===== config.mk =====
export PLATFORM = sky130hd
export DESIGN_NAME = timer_irq_unit_flat
export DESIGN_NICKNAME = d
export VERILOG_FILES = /design/src/rtl/timer_irq_unit_if.sv /design/src/rtl/timer_irq_unit.sv /design/src/flat_wrapper.sv
export SDC_FILE = /design/constraint.sdc
export NUM_CORES = 1
export LEC_CHECK = 0
export BUFFER_PORTS_ARGS = -buffer_cell sky130_fd_sc_hd__buf_2
export CORE_AREA = 2 2 100 102
export DETAILED_ROUTE_END_ITERATION = 8
export DIE_AREA = 0 0 102 104
export PLACE_DENSITY = 0.78
export RECOVER_POWER = 100
export SETUP_SLACK_MARGIN = 0.3
export SLEW_MARGIN = 10
export SYNTH_ARGS = -nofsm -noshare
export SYNTH_HDL_FRONTEND = slang
export SYNTH_SLANG_ARGS = --single-unit

===== constraint.sdc =====
create_clock -name clk -period 6.9 [get_ports clk]
set_clock_uncertainty 0.1 [all_clocks]
set_input_delay 0.69 -clock clk [delete_from_list [all_inputs] [get_ports clk]]
set_output_delay 0.69 -clock clk [all_outputs]
set_load 0.03 [all_outputs]

===== src/rtl/timer_irq_unit_if.sv =====
// Bridge-side register bus of the countdown timer: DM address/data path plus the interrupt line.
// The bridge drives through the master modport and the timer sits on the slave modport.
interface timer_irq_unit_if;
  logic [31:0] Addr;
  logic        WE;
  logic [31:0] Din;
  logic [31:0] Dout;
  logic        IRQ;

  modport master (output Addr, WE, Din, input Dout, IRQ);
  modport slave  (input Addr, WE, Din, output Dout, IRQ);
endinterface


===== src/rtl/timer_irq_unit.sv =====
// Memory-mapped countdown timer with one-shot and auto-reload modes and a maskable interrupt.
// Optional prescaler (PRESCALE register at offset 0xC) is compiled in with `define TIMER_PRESCALE_EN.
module timer_irq_unit #(
  parameter int BASE_OFFSET_BITS = 4,
  parameter int COUNT_W          = 32
) (
  input logic            clk,
  input logic            reset,
  timer_irq_unit_if.slave bus
);

  typedef enum logic [1:0] {S_IDLE, S_LOAD, S_CNT, S_INT} state_t;

  state_t               state;
  logic                 enable;
  logic [1:0]           mode;
  logic                 im;
  logic [COUNT_W-1:0]   preset;
  logic [COUNT_W-1:0]   count;
  logic                 irq_flag;
  logic [1:0]           reg_sel;
  logic                 ctrl_we;
  logic                 preset_we;
  logic                 auto_reload;
  logic                 tick;
  logic                 unused_addr;

  assign reg_sel     = bus.Addr[BASE_OFFSET_BITS-1:BASE_OFFSET_BITS-2];
  assign unused_addr = ^{bus.Addr[31:BASE_OFFSET_BITS], bus.Addr[BASE_OFFSET_BITS-3:0]};
  assign ctrl_we     = bus.WE && (reg_sel == 2'd0);
  assign preset_we   = bus.WE && (reg_sel == 2'd1);
  assign auto_reload = (mode == 2'b01);

`ifdef TIMER_PRESCALE_EN
  logic [15:0] prescale;
  logic [15:0] div;
  logic        prescale_we;

  assign prescale_we = bus.WE && (reg_sel == 2'd3);
  assign tick        = (div == prescale);
`else
  assign tick = 1'b1;
`endif

  always_ff @(posedge clk) begin
    if (!reset) begin
      state    <= S_IDLE;
      enable   <= 1'b0;
      mode     <= 2'b00;
      im       <= 1'b0;
      preset   <= '0;
      count    <= '0;
      irq_flag <= 1'b0;
`ifdef TIMER_PRESCALE_EN
      prescale <= '0;
      div      <= '0;
`endif
    end else begin
      case (state)
        S_IDLE: begin
          if (enable) state <= S_LOAD;
        end
        S_LOAD: begin
          count <= preset;
          state <= S_CNT;
        end
        S_CNT: begin
          if (!enable) begin
            state <= S_IDLE;
          end else if (tick) begin
            if (count > COUNT_W'(1)) begin
              count <= count - COUNT_W'(1);
            end else begin
              count    <= '0;
              irq_flag <= 1'b1;
              state    <= S_INT;
            end
          end
        end
        S_INT: begin
          if (auto_reload) irq_flag <= 1'b0;
          else             enable   <= 1'b0;
          state <= S_IDLE;
        end
        default: state <= S_IDLE;
      endcase

`ifdef TIMER_PRESCALE_EN
      if (state == S_IDLE || state == S_LOAD) div <= '0;
      else if (state == S_CNT && enable)      div <= tick ? 16'd0 : div + 16'd1;
      if (prescale_we) prescale <= bus.Din[15:0];
`endif

      // NOTE: CPU writes are placed after the FSM so their non-blocking
      // assignments land last and win any same-edge collision on a field.
      if (ctrl_we) begin
        enable   <= bus.Din[0];
        mode     <= bus.Din[2:1];
        im       <= bus.Din[3];
        irq_flag <= 1'b0;
      end
      if (preset_we) begin
        preset   <= bus.Din[COUNT_W-1:0];
        irq_flag <= 1'b0;
      end
    end
  end

  // NOTE: every output of this always_comb gets a default first so no
  // path through the case can leave it unassigned and infer a latch.
  always_comb begin
    bus.Dout = '0;
    case (reg_sel)
      2'd0: bus.Dout = {28'd0, im, mode, enable};
      2'd1: bus.Dout = 32'(preset);
      2'd2: bus.Dout = 32'(count);
`ifdef TIMER_PRESCALE_EN
      2'd3: bus.Dout = {16'd0, prescale};
`else
      2'd3: bus.Dout = '0;
`endif
      default: bus.Dout = '0;
    endcase
  end

  assign bus.IRQ = irq_flag & im;

endmodule


===== src/flat_wrapper.sv =====
// flat-port wrapper written by rule: the top's interface ports become plain ports
module timer_irq_unit_flat 
#(
  parameter int BASE_OFFSET_BITS = 4,
  parameter int COUNT_W          = 32
)
  (clk, reset, bus_Addr, bus_WE, bus_Din, bus_Dout, bus_IRQ);
  timer_irq_unit_if bus_i ();
  input logic clk;
  input logic reset;
  input wire logic [$bits(bus_i.Addr)-1:0] bus_Addr;
  input wire logic [$bits(bus_i.WE)-1:0] bus_WE;
  input wire logic [$bits(bus_i.Din)-1:0] bus_Din;
  output wire logic [$bits(bus_i.Dout)-1:0] bus_Dout;
  output wire logic [$bits(bus_i.IRQ)-1:0] bus_IRQ;
  assign bus_i.Addr = bus_Addr;
  assign bus_i.WE = bus_WE;
  assign bus_i.Din = bus_Din;
  assign bus_Dout = bus_i.Dout;
  assign bus_IRQ = bus_i.IRQ;
  timer_irq_unit #(.BASE_OFFSET_BITS(BASE_OFFSET_BITS), .COUNT_W(COUNT_W)) u_core (.clk(clk), .reset(reset), .bus(bus_i));
endmodule

Word-level counts from Yosys, hierarchy flattened
Cells that the tools add are included.

operators by class
  muxes and demuxes = 15
  bitwise operators = 2
  $add $sub $neg = 1
  reductions and logical operators = 12
  eq/ne operators = 13
  order comparisons = 1

operator list
  cell                                                                   count
  32-bit case mux with 4 select lines                                    1
  32-bit two-way mux                                                     2
  32-bit case mux with 2 select lines                                    1
  32-bit by 1-bit > comparator with 1-bit output, second input constant  1
  32-bit by 1-bit subtractor with 32-bit output, second input constant   1
  2-bit == test, second input constant                                   4
  2-bit by 1-bit != test with 1-bit output, second input constant        4
  2-bit case mux with 4 select lines                                     1
  2-bit by 1-bit == test with 1-bit output, second input constant        3
  1-bit two-way mux                                                      6
  2-bit two-way mux                                                      3
  2-bit AND reduction                                                    3
  2-bit nonzero test                                                     3
  2-bit zero test                                                        2
  4-bit AND reduction                                                    1
  3-bit != test, second input constant                                   1
  3-bit OR reduction                                                     1
  1-bit logical AND                                                      2
  2-bit != test, second input constant                                   1
  1-bit case mux with 2 select lines                                     1
  1-bit bitwise AND                                                      1
  1-bit inverter                                                         1

word-level totals
  logic and storage cells = 51
  output and inout port bits = 33
  bits in registers = 71

Longest topological paths before layout
  depth in word-level cells = 4
  depth in mapped cells = 8
  mapped depth without buffers = 7

Worst setup path before layout
No wires, ideal clock.

  path kind = input -> output
  from = input port bus_Addr[3]
  to = output port bus_Dout[10]
  cell stages on the path = 5
  setup slack = 4.078 ns
  data arrival time = 2.032 ns
  required time = 6.110 ns
  cell sequence = clkbuf_1 -> nor2b_1 -> clkbuf_1 -> clkbuf_1 -> a22o_1

between the ends
  word-level cells in the longest chain between the ends = 2
  elaborated cells on any way between the ends = 5
  classes of those cells = eq/ne (3); mux (1); reduce/logical (1)

ends and longest elaborated chain
  what                                     RTL line               source
  start: declaration                       flat_wrapper.sv:11     input wire logic [$bits(bus_i.Addr)-1:0] bus_Addr;
  2-bit == test (tied with other cells)    timer_irq_unit.sv:113  case (reg_sel)
  32-bit case mux with 4 select lines (*)  timer_irq_unit.sv:113
  end: declaration                         flat_wrapper.sv:14     output wire logic [$bits(bus_i.Dout)-1:0] bus_Dout;

Every way passes the cells marked *; elsewhere a longest branch is shown, timed or not.

Worst setup path after layout
  from = register u_core.state[0]
  to = register u_core.count[29]

between the ends
  word-level cells in the longest chain between the ends = 3
  elaborated cells on any way between the ends = 6
  classes of those cells = eq/ne (3); mux (1); reduce/logical (2)

ends and longest elaborated chain
  what                                                                                             RTL line              source
  start: declaration                                                                               timer_irq_unit.sv:14  state_t state;
  start signal: assignment                                                                         timer_irq_unit.sv:47  state <= S_IDLE;
  start signal: assignment                                                                         timer_irq_unit.sv:61  if (enable) state <= S_LOAD;
  start signal: assignment                                                                         timer_irq_unit.sv:65  state <= S_CNT;
  2-bit == test / 2-bit by 1-bit == test with 1-bit output (equally long branches)                 timer_irq_unit.sv:59  case (state)
  2-bit by 1-bit != test with 1-bit output (no line) / 2-bit nonzero test (equally long branches)  -
  2-bit AND reduction (no line)                                                                    -
  end signal: assignment                                                                           timer_irq_unit.sv:64  count <= preset;
  end signal: assignment                                                                           timer_irq_unit.sv:72  count <= count - COUNT_W'(1);
  end: declaration                                                                                 timer_irq_unit.sv:19  logic [COUNT_W-1:0] count;

Several ways; a longest one is shown, not always the timed one.
A chain may end at the register's enable or synchronous reset.

==> reports/qor.csv <==
stage,metric,value,unit
synth,synth.most_common_cell,sky130_fd_sc_hd__nand2_1,
clock_network,cts_made_buffers,9,
synth,yosys_warnings,0,
synth,synth.largest_area_cell,sky130_fd_sc_hd__dfxtp_1,
floorplanning,design.die.area,10610,µm²
cells_and_area,postLayoutCellArea,4695,µm²
clock_network,cts_root_buffer,sky130_fd_sc_hd__clkbuf_8,
routing,num_vias,4466,
synth,synth-seq-area-share,33.80,%
routing,wl,12850,µm
synth,post_synth_main_area_contributors,"sky130_fd_sc_hd__dfxtp_1 (34%), sky130_fd_sc_hd__nand2_1 (9.0%), sky130_fd_sc_hd__a21oi_1 (6.0%)",
outcome,failing_checks,"capacitance limit, slew limit",
cells_and_area,layout-drive-gt1-share,13.97,%
synth,syn_inst,553,
synth,netlist.area_leader.share,33.80,%
setup_path,crit_path_end_kind,flip-flop,
sta,period_minus_slack,4.153,ns
setup_path,critPathKind,flip-flop to flip-flop,
sta,fmax,240.8,MHz
worst_hold_path,worstHoldPathCells,2,
clock_network,cts_resized,0,
setup_path,worstRegToRegCells,6,
cells_and_area,nNetsFinal,651,
power,leakagePower,1.761,nW
grt,number_of_global_route_vias_before_repair,4107,
floorplanning,dieWidth,102,µm
cells_and_area,antenna-diode-count,0,
sta,final-max-slew-violation-count,116,
routing,post-route-drc-count,0,
synth,synth-edff-count,0,
grt,grt_overflow_total,0,
setup_path,timing.reg2reg.setup_slack,2.75,ns
sta,timing.max_slew.rel_slack,-50.49,%
floorplanning,std_cell_rows,36,
synth,synth.top_cells.by_count,"sky130_fd_sc_hd__nand2_1 (101), sky130_fd_sc_hd__dfxtp_1 (71), sky130_fd_sc_hd__a21oi_1 (50)",
grt,global_route_wire_length_before_repair,20790,µm
clock_network,cts.clk_slew.worst_paths,0.08,ns
worst_hold_path,worst_hold_class,flip-flop to flip-flop,
clock_network,ctsLongestPathBuffers,2,
outcome,run_status,"complete, but fails checks",
routing,routed_wire_length_per_instance,17.85,µm
setup_path,critical_path.max_fanout,34,
synth,postSynth.asyncResetShare,0,%
synth,mappedNetlistNets,622,
power,internal_power,0.0007505,W
synth,synth_flop_cell,sky130_fd_sc_hd__dfxtp_1,
synth,syn_area_per_cell,7.604,µm²
clock_network,tritoncts,done,
sta,tightestPinTransition,2.237,ns
placement,numPortBuffers,69,
run,max_cap_violations,4,
setup_path,cp.required,7.04,ns
floorplanning,floorplan.io_pins,100,
sta,timing.final.hold_violations,0,
placement,dpl-instance-area,4487,µm²
grt,antenna_found_initial,0,
synth,syn-cell-area,4205,µm²
routing,postRouteAntennaNets,0,
sta,final-setup-viol-count,0,
setup_path,data_arrival_time_at_the_worst_slack_endpoint,4.29,ns
routing,detailedRoute.firstPassIterationCount,6,
power,power.ir.vdd_worst,0.1174,mV
placement,global_placement_routability_congestion,0.9718,
floorplanning,initial_util,44.04,%
grt,grt_max_degree,60,
sta,grt_setup_unrepaired,false,
floorplanning,core-area,9549,µm²
cells_and_area,syn2layout_area_growth,11.63,%
clock_network,cts_max_level,3,
placement,dp.final_hpwl,8363,µm
power,powerDensity,214.8,nW/µm²
clock_network,clk_latency,0.37,ns
power,power.sequential.fraction,42.4,%
sta,timing.final.crit_share,60.19,%
sta,final_total_negative_setup_slack,0,ns
power,switching_power,0.0002579,W
routing,drtIter0Drc,607,
routing,drt-vias-per-instance,6.203,
power,power.share.clock,46.0,%
power,power.combinational.fraction,11.6,%
clock_network,cts.repair_timing.setup_buffer_count,0,
clock_network,cts_sinks,71,
clock_network,cts_hold_buffers,0,
grt,combined_global_route_utilization_of_all_metal_layers,24.85,%
synth,number_of_distinct_standard_cells_referenced_by_the_synthesized_netlist,66,
power,power.share.switching,25.58,%
floorplanning,height_of_the_die,104,µm
setup_path,critical_path.startpoint_type,flip-flop,
synth,yosys_register_bits,71,
==> power groups by stage <==
| stage | clock network [W] | logic (W) | registers, W |
|---|---|---|---|
| final | 0.000464 | 0.000117 | 0.000428 |
| after CTS | 0.000465 | 0.000117 | 0.000427 |
| after detailed placement | 0 | 0.000116 | 0.000437 |
| after floorplan | 0 | 0.0000861 | 0.000433 |
| after global placement | 0 | 0.000115 | 0.000436 |
| after global routing | 0.000488 | 0.000126 | 0.000429 |
==> final cells by class <==
class / count / area [µm²]
multi-input cells: 421 / 2480
flip-flops and latches: 71 / 1421
repair buffers: 74 / 329.1
clock buffers: 11 / 151.4
inverters: 5 / 18.77
well taps: 133 / 166.4
fillers: 965 / 4855
clock inverters: 5 / 127.6
==> worst max-delay path, cell delays in order (launching register included) <==
cell                       delay (ns)
sky130_fd_sc_hd__dfxtp_1         0.31
sky130_fd_sc_hd__clkbuf_1        1.17
sky130_fd_sc_hd__nor2b_1         0.92
sky130_fd_sc_hd__nor2_1          0.50
sky130_fd_sc_hd__clkbuf_1        0.50
sky130_fd_sc_hd__nor4_1          0.38
sky130_fd_sc_hd__o32ai_1         0.13
==> metrics by stage <==
| stage | power (W) | hold WS (ns) | utilization [%] | instances | setup WS, ns |
|---|---|---|---|---|---|
| after floorplan | 0.0005192 | 0.3444 | - | 553 | 4.078 |
| after global placement | 0.0005511 | 0.3609 | 46.99 | 704 | 3.744 |
| after detailed placement | 0.0005530 | 0.3667 | 46.99 | 704 | 3.683 |
| after CTS | 0.001009 | 0.3777 | 49.91 | 720 | 3.667 |
| after global routing | 0.001042 | 0.4012 | 49.16 | 720 | 2.412 |
| final | 0.001008 | 0.3782 | 49.16 | 720 | 2.747 |
==> cells by family (layout without fill, tap and decap cells) <==
kind of cell             after synthesis  after routing  synth area share, %
XOR/XNOR                               1              1               0.2083
flip-flops                            71             71                33.80
adder cells (fa/ha/maj)                2              2               0.5950
AND/OR/NAND/NOR                      252            252                30.29
multiplexers                          11             11                2.737
AO/OA/AOI/OAI                        155            155                25.32
buffers and inverters                 61             95                7.051
==> cells in the final DEF (no fill, tap or decap), types with 11 or more instances in the layout <==
master                     count
sky130_fd_sc_hd__nand2_1     101
sky130_fd_sc_hd__dfxtp_1      71
sky130_fd_sc_hd__a21oi_1      50
sky130_fd_sc_hd__clkbuf_1     37
sky130_fd_sc_hd__buf_2        35
sky130_fd_sc_hd__nor2_1       34
sky130_fd_sc_hd__a22o_1       28
sky130_fd_sc_hd__nand3_1      26
sky130_fd_sc_hd__nor4_1       20
sky130_fd_sc_hd__a31oi_1      18
sky130_fd_sc_hd__nor3_1       14
sky130_fd_sc_hd__clkbuf_8     11
==> routing by layer <==
layer	vias up	track usage (%)	wire length, µm	part of all wire, %
li1	2092	-	-	-
met1	2042	33.89	5293	41
met2	280	37.41	5820	45
met3	50	6.116	1273	9.9
met4	2	10.00	456	3.5
met5	-	0	7	0.054
==> sequential cells by signal, indices dropped and copies added, names as in the netlist <==
name             cells
u_core.preset       32
u_core.enable        1
u_core.irq_flag      1
u_core.mode          2
u_core.im            1
u_core.state         2
u_core.count        32
==> path summary, 6_finish.rpt <==
check,startpoint,endpoint
setup reg to reg,u_core.state[0],u_core.count[29]
hold / removal,u_core.preset[7],u_core.preset[7]
hold reg to reg,u_core.preset[7],u_core.preset[7]
setup / recovery,u_core.state[0],u_core.count[29]
No activity file was read; power rests on OpenSTA's default activity.
